## src/rtl/rv32_pkg.sv

```systemverilog
// Shared RV32 definitions for the multicycle core: datapath width, reset values,
// base opcodes and the instruction-fetch state encoding.
package rv32_pkg;

  localparam int unsigned XLEN             = 32;
  localparam logic [31:0] RESET_PC_DEFAULT = 32'h0000_0000;
  localparam logic [31:0] NOP_INSTR        = 32'h0000_0013;

  localparam logic [6:0] OP_R      = 7'b0110011;
  localparam logic [6:0] OP_I      = 7'b0010011;
  localparam logic [6:0] OP_LOAD   = 7'b0000011;
  localparam logic [6:0] OP_STORE  = 7'b0100011;
  localparam logic [6:0] OP_BRANCH = 7'b1100011;
  localparam logic [6:0] OP_JAL    = 7'b1101111;

  typedef enum logic [1:0] {
    FS_IDLE  = 2'd0,
    FS_REQ   = 2'd1,
    FS_WAIT  = 2'd2,
    FS_FAULT = 2'd3
  } fetch_state_t;

endpackage

```

## src/rtl/instr_fetch_unit.sv

```systemverilog
// Instruction fetch unit: owns PC, OldPC and IR; performs one valid/ready read per
// fetch request and reports completion or fault to the multicycle control FSM.
module instr_fetch_unit #(
  parameter int unsigned        XLEN     = rv32_pkg::XLEN,
  parameter logic [XLEN-1:0]    RESET_PC = XLEN'(rv32_pkg::RESET_PC_DEFAULT)
) (
  input  logic            clk,
  input  logic            reset,
  input  logic            fetch_start,
  input  logic            pc_we,
  input  logic [XLEN-1:0] pc_next,
  output logic            imem_req_valid,
  input  logic            imem_req_ready,
  output logic [XLEN-1:0] imem_req_addr,
  input  logic            imem_rsp_valid,
  input  logic [31:0]     imem_rsp_data,
  input  logic            imem_rsp_err,
  output logic [31:0]     instr,
  output logic [6:0]      opcode,
  output logic [XLEN-1:0] pc,
  output logic [XLEN-1:0] old_pc,
  output logic            busy,
  output logic            fetch_done,
  output logic            fetch_fault
);
  import rv32_pkg::*;

  localparam logic [XLEN-1:0] PC_STEP = XLEN'(4);

  fetch_state_t    state_q, state_d;
  logic [XLEN-1:0] pc_q, pc_d;
  logic [XLEN-1:0] old_pc_q, old_pc_d;
  logic [XLEN-1:0] fetch_addr_q, fetch_addr_d;
  logic [31:0]     instr_q, instr_d;
  logic            fetch_done_q, fetch_done_d;
  logic            fetch_fault_q, fetch_fault_d;

  always_comb begin
    state_d       = state_q;
    pc_d          = pc_q;
    old_pc_d      = old_pc_q;
    fetch_addr_d  = fetch_addr_q;
    instr_d       = instr_q;
    fetch_done_d  = 1'b0;
    fetch_fault_d = 1'b0;

    unique case (state_q)
      FS_IDLE: begin
        if (fetch_start) begin
          if (pc_q[1:0] == 2'b00) begin
            state_d      = FS_REQ;
            fetch_addr_d = pc_q;
          end else begin
            // Pulse is registered so it lines up with the single FAULT cycle.
            state_d       = FS_FAULT;
            fetch_fault_d = 1'b1;
          end
        end
      end
      FS_REQ: begin
        if (imem_req_ready) state_d = FS_WAIT;
      end
      FS_WAIT: begin
        if (imem_rsp_valid) begin
          state_d = FS_IDLE;
          if (imem_rsp_err) begin
            fetch_fault_d = 1'b1;
          end else begin
            instr_d      = imem_rsp_data;
            old_pc_d     = fetch_addr_q;
            pc_d         = fetch_addr_q + PC_STEP;
            fetch_done_d = 1'b1;
          end
        end
      end
      FS_FAULT: begin
        state_d = FS_IDLE;
      end
      default: begin
        state_d = FS_IDLE;
      end
    endcase

    // Control-FSM write wins over the sequential +4 update; fetch_addr is untouched.
    if (pc_we) pc_d = pc_next;
  end

  always_ff @(posedge clk) begin
    if (reset) begin
      state_q       <= FS_IDLE;
      pc_q          <= RESET_PC;
      old_pc_q      <= RESET_PC;
      fetch_addr_q  <= RESET_PC;
      instr_q       <= NOP_INSTR;
      fetch_done_q  <= 1'b0;
      fetch_fault_q <= 1'b0;
    end else begin
      state_q       <= state_d;
      pc_q          <= pc_d;
      old_pc_q      <= old_pc_d;
      fetch_addr_q  <= fetch_addr_d;
      instr_q       <= instr_d;
      fetch_done_q  <= fetch_done_d;
      fetch_fault_q <= fetch_fault_d;
    end
  end

  assign imem_req_valid = (state_q == FS_REQ);
  assign imem_req_addr  = fetch_addr_q;
  assign instr          = instr_q;
  assign opcode         = instr_q[6:0];
  assign pc             = pc_q;
  assign old_pc         = old_pc_q;
  assign busy           = (state_q != FS_IDLE);
  assign fetch_done     = fetch_done_q;
  assign fetch_fault    = fetch_fault_q;

endmodule

```

## config.mk

```make
export PLATFORM = sky130hd
export DESIGN_NAME = instr_fetch_unit
export DESIGN_NICKNAME = d
export VERILOG_FILES = /design/src/rtl/rv32_pkg.sv /design/src/rtl/instr_fetch_unit.sv
export SDC_FILE = /design/constraint.sdc
export NUM_CORES = 1
export LEC_CHECK = 0
export ABC_AREA = 1
export CAP_MARGIN = 20
export CORE_MARGIN = 4
export CORE_UTILIZATION = 45
export CTS_BUF_LIST = sky130_fd_sc_hd__clkbuf_8
export DETAILED_ROUTE_END_ITERATION = 8
export PLACE_DENSITY = 0.85
export SLEW_MARGIN = 40
export SYNTH_ARGS = -nofsm -noshare
export SYNTH_HDL_FRONTEND = slang
export SYNTH_SLANG_ARGS = --single-unit
export TNS_END_PERCENT = 1
```

## constraint.sdc

```tcl
create_clock -name clk -period 2.69 [get_ports clk]
set_input_delay 0.269 -clock clk [delete_from_list [all_inputs] [get_ports clk]]
set_output_delay 0.269 -clock clk [all_outputs]
set_load 0.005 [all_outputs]
```

# Word level (Yosys, flattened, before mapping)
# Index checks and enable logic that the tools add are counted.
[word_totals]
register_bits = 132
input_bits = 71
output_inout_bits = 139
[classes]
addsub = 1
n_eq_ne = 7
muxes = 15
bitwise = 3
reduce_logical = 10
[ops]
columns = ["op", "count"]
rows = [
  ["32-bit 2-to-1 mux", 4],
  ["32-bit by 3-bit adder with 32-bit output, second input constant", 1],
  ["3-bit AND reduction", 4],
  ["2-bit 2-to-1 mux", 4],
  ["2-bit case mux with 4 select lines", 1],
  ["2-bit inequality test, second input constant", 3],
  ["2-bit nonzero test", 3],
  ["1-bit 2-to-1 mux", 5],
  ["2-bit == test, second input constant", 2],
  ["2-bit logical NOT", 2],
  ["1-bit inverter", 3],
  ["3-bit OR reduction", 1],
  ["2-bit by 1-bit == test with 1-bit output, second input constant", 1],
  ["2-bit by 1-bit inequality test with 1-bit output, second input constant", 1],
  ["1-bit case mux with 2 select lines", 1],
]

# Depth between registers and ports, before layout
# Gate-level depths: netlist of the first run.
[depth]
depth_word = 5
mapped_depth = 10
depth_no_buf = 9

# Worst setup path after synthesis of the first run
# No wires, ideal clock.
[synth_path]
path_kind = "register to register"
start = "reg fetch_addr_q[3] (netlist: imem_req_addr[3])"
end = "reg pc_q[22] (netlist: pc[22])"
setup_ns = 0.132
arrival_time_ns = 1.242
setup_slack_ns = 1.316
stages_incl_launch_ff = 9
cell_sequence = "dfxtp_1 ha_1 nand2_1 nor2_4 nand2_2 nor2_2 nand3_1 nand3_1 a21oi_1"
[synth_between]
elab_chain_len = 5
[synth_lines]
columns = ["item", "line", "text"]
rows = [
  ["start: declaration", "instr_fetch_unit.sv:33", "logic [XLEN-1:0] fetch_addr_q, fetch_addr_d;"],
  ["start signal: assignment", "instr_fetch_unit.sv:101", "fetch_addr_q <= fetch_addr_d;"],
  ["32-bit by 3-bit adder with 32-bit output", "instr_fetch_unit.sv:71", "pc_d = fetch_addr_q + PC_STEP;"],
  ["32-bit 2-to-1 mux", "instr_fetch_unit.sv:66", "if (imem_rsp_err) begin"],
  ["32-bit 2-to-1 mux", "instr_fetch_unit.sv:64", "if (imem_rsp_valid) begin"],
  ["32-bit 2-to-1 mux", "instr_fetch_unit.sv:47", "unique case (state_q)"],
  ["32-bit 2-to-1 mux", "instr_fetch_unit.sv:85", "if (pc_we) pc_d = pc_next;"],
  ["end signal: assignment", "instr_fetch_unit.sv:99", "pc_q <= pc_d;"],
  ["end: declaration", "instr_fetch_unit.sv:31", "logic [XLEN-1:0] pc_q, pc_d;"],
]
# Every way passes these cells. The select of a mux whose other input is x is not followed.
# A chain may end at the register's enable or synchronous reset.

# Worst setup path after layout of the first run
[layout_path]
start = "reg state_q[0]"
end = "out imem_req_valid"
[layout_between]
elab_chain_len = 1
[layout_lines]
columns = ["item", "line", "text"]
rows = [
  ["start: declaration", "instr_fetch_unit.sv:30", "fetch_state_t state_q, state_d;"],
  ["start signal: assignment", "instr_fetch_unit.sv:98", "state_q <= state_d;"],
  ["2-bit by 1-bit == test with 1-bit output", "instr_fetch_unit.sv:108", "assign imem_req_valid = (state_q == FS_REQ);"],
  ["end: declaration", "instr_fetch_unit.sv:12", "output logic imem_req_valid,"],
]
# Every way passes these cells.

==> results of run 1 <==
==> power by group <==
group	internal, W	switching [W]
logic	0.000393	0.000328
registers	0.00207	0.000110
clock network	0.000962	0.000755
total	0.00342	0.00119
==> worst reg2reg max path, stage by stage, from the launching register on <==
cell and delay, ns:
dfxtp_1 0.35, nor2_1 0.21, nand3_2 0.47, buf_12 0.37, o21ai_0 0.17, a21oi_1 0.06
==> cell usage after synthesis <==
cell	count
nand2_1	178
and2_1	1
clkbuf_1	26
nand3_1	48
dfxtp_1	132
nand3b_1	1
buf_2	11
a21oi_2	1
nor3_1	1
nor2_4	4
clkbuf_8	1
buf_8	1
xor2_1	5
ha_1	1
a21oi_1	84
buf_4	10
buf_6	1
nor2_2	5
inv_2	2
inv_1	68
a22oi_1	1
nand2_2	2
or2_2	1
o2111ai_1	1
a31oi_1	12
nand3_4	1
nor2_1	95
o21ai_0	97
==> final timing paths <==
path,depth (start not counted),slack [ns],to
max,3,0.87,imem_req_valid
min,3,0.40,pc[4]
max reg2reg,5,0.95,imem_req_addr[24]
min reg2reg,2,0.47,old_pc[0]
==> flip-flops by register name, indices dropped and copies added, names as in the netlist <==
register / count
pc: 32
state_q: 2
old_pc: 32
fetch_fault: 1
fetch_done: 1
instr: 32
imem_req_addr: 32
==> metal layers <==
metal | up-vias | GRT usage | part of all wire
met1 | 2611 | 0.297 | 0.42
met5 | - | 0 | 0
met4 | 0 | 0.0873 | 0.020
met2 | 215 | 0.404 | 0.47
met3 | 27 | 0.0778 | 0.087
li1 | 2919 | - | -
==> through the flow <==
stage | std cells | area [um^2] | total power, W
after floorplan | 791 | 5630 | 0.00250
after global placement | 1127 | 7790 | 0.00292
after detailed placement | 1127 | 7790 | 0.00294
after CTS | 1158 | 8200 | 0.00464
after global routing | 1158 | 8200 | 0.00483
final | 1158 | 8200 | 0.00461
==> cell type report <==
cell class	count	area, um^2	share of cell area
Clock buffer	23	317	0.0386
Clock inverter	8	98.8	0.0120
Tap cell	168	210	0.0256
Sequential cell	132	2640	0.322
Timing Repair Buffer	218	2210	0.269
Multi-Input combinational cell	539	2460	0.300
Inverter	70	263	0.0320
==> cell families (layout without fill, tap and decap cells) <==
family,after synthesis,count (layout)
compound gates,196,196
xor+xnor,5,5
fa+ha+maj,1,1
buf+inv,120,319
flops,132,132
simple gates,337,337
==> results.cfg, run 1 <==
[drt]
drt-pass1-iter-count = 5
final_antenna_net_count = 0
drt_iter0_drc = 386
routed_wl_um = 17400
dr_total_vias = 5772
wl_per_cell_um = 15.0
viasPerCell = 4.98
drc = 0

[synthesis]
syn_avg_cell_area_um2 = 7.12
synth_top_family_by_area = simple AND/OR/NAND/NOR gates
muxShareOfSynthArea = 0
syn_nets = 863
ys_seq_area_frac = 0.469
yosys.area_share.simple = 0.248
synth_fa_ha_area_frac = 0.00222
synth_xor_area_frac = 0.00778
yosys_warnings = 0
synth_top_area_cell = dfxtp_1
synth_area_leaders = dfxtp_1, nand2_1, o21ai_0, a21oi_1, nor2_1
synthesis.instances = 791
yosys_register_bits = 132
synth_top_cell_area_share = 0.469
yosys.cell_types.count = 28
post_synth_instance_area_mm2 = 0.00563
synth_compound_area_frac = 0.179

[cts]
cts.sinks = 132
numCtsBuffers = 17
cts_hold_buf = 0
cts_tree = yes
cts_resized = 0
clk_path_buf_depth = 2
h-tree-depth = 4
clk-insertion-delay-late_ns = 0.44
post_cts_buffers = 0
cts_root_buf = clkbuf_8
path_clk_slew_ns = 0.07

[power]
p_per_area_mw_per_mm2 = 562
power_leakage_nw = 3.12
vdd_drop_max_v = 0.000427

[job]
cap_violations = 0

[finish]
layout_common_cells = clkdlybuf4s50_1, nand2_1, dfxtp_1
antenna_cells = 0
final_common_cell = clkdlybuf4s50_1
utilization = 0.677
drive_above_1_share = 0.0576
syn2layout_area_growth_pct = 45.7
final_nets = 1050
num-fill-cells = 1070

[sta]
fin_setup_tns_ns = 0
timing.final.crit_share = 0.676
tightest_slew_ns = 0.544
rsz0062_at_grt = no
fmax_ghz = 0.550
worst_hold_slack_ns = 0.395
fin_skew_ns = 0.00798
drv_slew = 0
layout_min_cycle_time_ns = 1.82
slew_headroom = 0.637
finalHoldViolCount = 0
setup_slack_ns = 0.871
setup_violations = 0

[die]
placementRows = 40
die-area_mm2 = 0.0144
initial_core_util = 0.465
chipHeight_um = 120
ios = 210
coreArea_mm2 = 0.0121
die_w_um = 120

[global_route]
antenna_found_initial = 0
grt_first_pass_wirelength_um = 28100
grt_pass1_vias = 5733
globalRouteOverflowTotal = 0
grtUsageTotal = 0.243
grt_max_degree = 98

[setup_path]
path_cells = inv_1 > nor2_1 > clkdlybuf4s50_1
reg2reg_from = state_q[0]
critPathKind = flop to primary output
cp_num_buf_inv = 2
worstSetupEndpointType = primary output
crit_fanout = 3
crit_path_max_incr_delay_ns = 0.52
slowest_stage = clkdlybuf4s50_1
path_delay_family = buffers and inverters
startpoint_type = flop
crit_arrival_ns = 1.55
critPathLaunch = state_q[0]
required_ns = 2.42

[placement]
gp_congestion = 0.819
numPortBuffers = 209
place_hpwl_um = 12500
place_ws_ns = 0.729

[run_status]
outcome = complete, no violations

[min_path]
min_path_type = input port to flop
min_from = pc_next[4]
(Power assumes the default switching activity.)
==> inputs of run 2 (changes only) <==
==> constraint.sdc (replaced) <==
create_clock -name clk -period 1.9 [get_ports clk]
set_input_delay 0.19 -clock clk [delete_from_list [all_inputs] [get_ports clk]]
set_output_delay 0.19 -clock clk [all_outputs]
set_load 0.005 [all_outputs]
==> run 2 against run 1 <==
Combinational power grew 47%. Largest power group unchanged. Flip-flop and latch count is the same. Sequential share of layout area fell by 0.19 points. Clock power up 26%. Cell count grew 0.43%.
==> results.cfg, run 2 (synthesized netlist as in run 1, its figures left out) <==
[run_status]
outcome = complete, no violations

[power]
p_sw_w = 0.00164
internal_power_w = 0.00467
pwr-share-seq = 0.488
p_per_area_mw_per_mm2 = 764
power_leakage_nw = 3.17
vdd_drop_max_v = 0.000484
combPwrFrac = 0.167
p_clk_frac = 0.344
swShare = 0.259

[sta]
tightest_slew_ns = 0.422
fmax_ghz = 0.569
setup_slack_ns = 0.143
setup_violations = 0
fin_setup_tns_ns = 0
slew_headroom = 0.718
fin_skew_ns = 0.00982
drv_slew = 0
layout_min_cycle_time_ns = 1.76
timing.final.crit_share = 0.925
finalHoldViolCount = 0
rsz0062_at_grt = no

[placement]
dp_cells = 1134
place_ws_ns = 0.265
numPortBuffers = 209
place_hpwl_um = 12800
gp_congestion = 0.870

[finish]
final_common_cell = clkdlybuf4s50_1
syn2layout_area_growth_pct = 46.5
ff_latch_area_mm2 = 0.00264
fin_cells = 1163
antenna_cells = 0
final_nets = 1057
multiInputGateArea_mm2 = 0.00246
layout_common_cells = clkdlybuf4s50_1, nand2_1, dfxtp_1
num-fill-cells = 1030
drive_above_1_share = 0.0613

[setup_path]
worstSetupEndpointType = primary output
crit_fanout = 3
critPathCapture = busy
critPathKind = flop to primary output
crit_arrival_ns = 1.57
r2r_slack_ns = 0.25
rr_endpoint = pc[21]
startpoint_type = flop
reg2reg_from = imem_req_addr[16]
required_ns = 1.71
reg2reg_depth = 8
critPathLaunch = state_q[0]

[cts]
cts_hold_buf = 0
clk_path_buf_depth = 2
cts_resized = 0
cts_root_buf = clkbuf_8
numCtsBuffers = 17
h-tree-depth = 4
clk-insertion-delay-late_ns = 0.44
cts_tree = yes
cts.sinks = 132
path_clk_slew_ns = 0.07
post_cts_buffers = 0

[drt]
dr_total_vias = 5884
viasPerCell = 5.06
wl_per_cell_um = 15.3
final_antenna_net_count = 0
drc = 0
drt_iter0_drc = 382
routed_wl_um = 17800
drt-pass1-iter-count = 5

[global_route]
grt_first_pass_wirelength_um = 28000
antenna_found_initial = 0
globalRouteOverflowTotal = 0
grt_max_degree = 63
grtUsageTotal = 0.245
grt_pass1_vias = 5551

[die]
coreArea_mm2 = 0.0121
initial_core_util = 0.465
die-area_mm2 = 0.0144
placementRows = 40
chipHeight_um = 120
ios = 210
die_w_um = 120

[job]
cap_violations = 0

[min_path]
min_path_type = input port to flop
hold-path-cell-count = 3
-- run 2: worst min-delay path by stage --
stage | from | endpoint | slack (ns)
final | imem_rsp_data[4] | instr[4] | 0.32
after global routing | pc_next[4] | pc[4] | 0.30
after CTS | imem_rsp_data[4] | instr[4] | 0.30
after detailed placement | old_pc[0] | old_pc[0] | 0.47
after global placement | old_pc[1] | old_pc[1] | 0.46
after floorplan | imem_rsp_data[0] | instr[0] | 0.30
-- run 2: worst max-delay path, cell delays in order, from the launching register on --
cell,delay [ns]
dfxtp_1,0.35
nor2_1,0.23
inv_1,0.10
clkdlybuf4s50_1,0.46
-- run 2: metal layers --
metal / share of wire / global-route usage / wire length, um / up-vias
met2: 0.47 / 0.397 / 8290 / 274
met3: 0.091 / 0.0839 / 1630 / 31
met1: 0.42 / 0.304 / 7560 / 2652
met5: 0 / 0 / 0 / -
li1: - / - / - / 2927
met4: 0.020 / 0.0888 / 348 / 0
-- run 2: per-stage QoR --
stage	hold WS [ns]	utilization	power, W	area (um^2)
floorplan	0.303	-	0.00354	5630
global placement	0.460	0.652	0.00416	7890
detailed placement	0.471	0.652	0.00419	7890
CTS	0.300	0.681	0.00633	8250
global route	0.303	0.681	0.00658	8250
finish	0.318	0.681	0.00630	8250
-- run 2: final cells by class --
type | instances | share of cell area
clock inverter | 7 | 0.00697
sequential | 132 | 0.320
tap | 168 | 0.0255
multi-input combinational | 539 | 0.299
timing repair buffer | 225 | 0.280
inverter | 70 | 0.0318
clock buffer | 22 | 0.0367
-- run 2: power groups by stage --
stage | Sequential (W) | Clock [W] | Combinational (W)
floorplan | 0.00312 | 0 | 0.000422
global placement | 0.00313 | 0 | 0.00103
detailed placement | 0.00314 | 0 | 0.00105
CTS | 0.00308 | 0.00219 | 0.00106
global route | 0.00310 | 0.00232 | 0.00116
finish | 0.00308 | 0.00217 | 0.00106
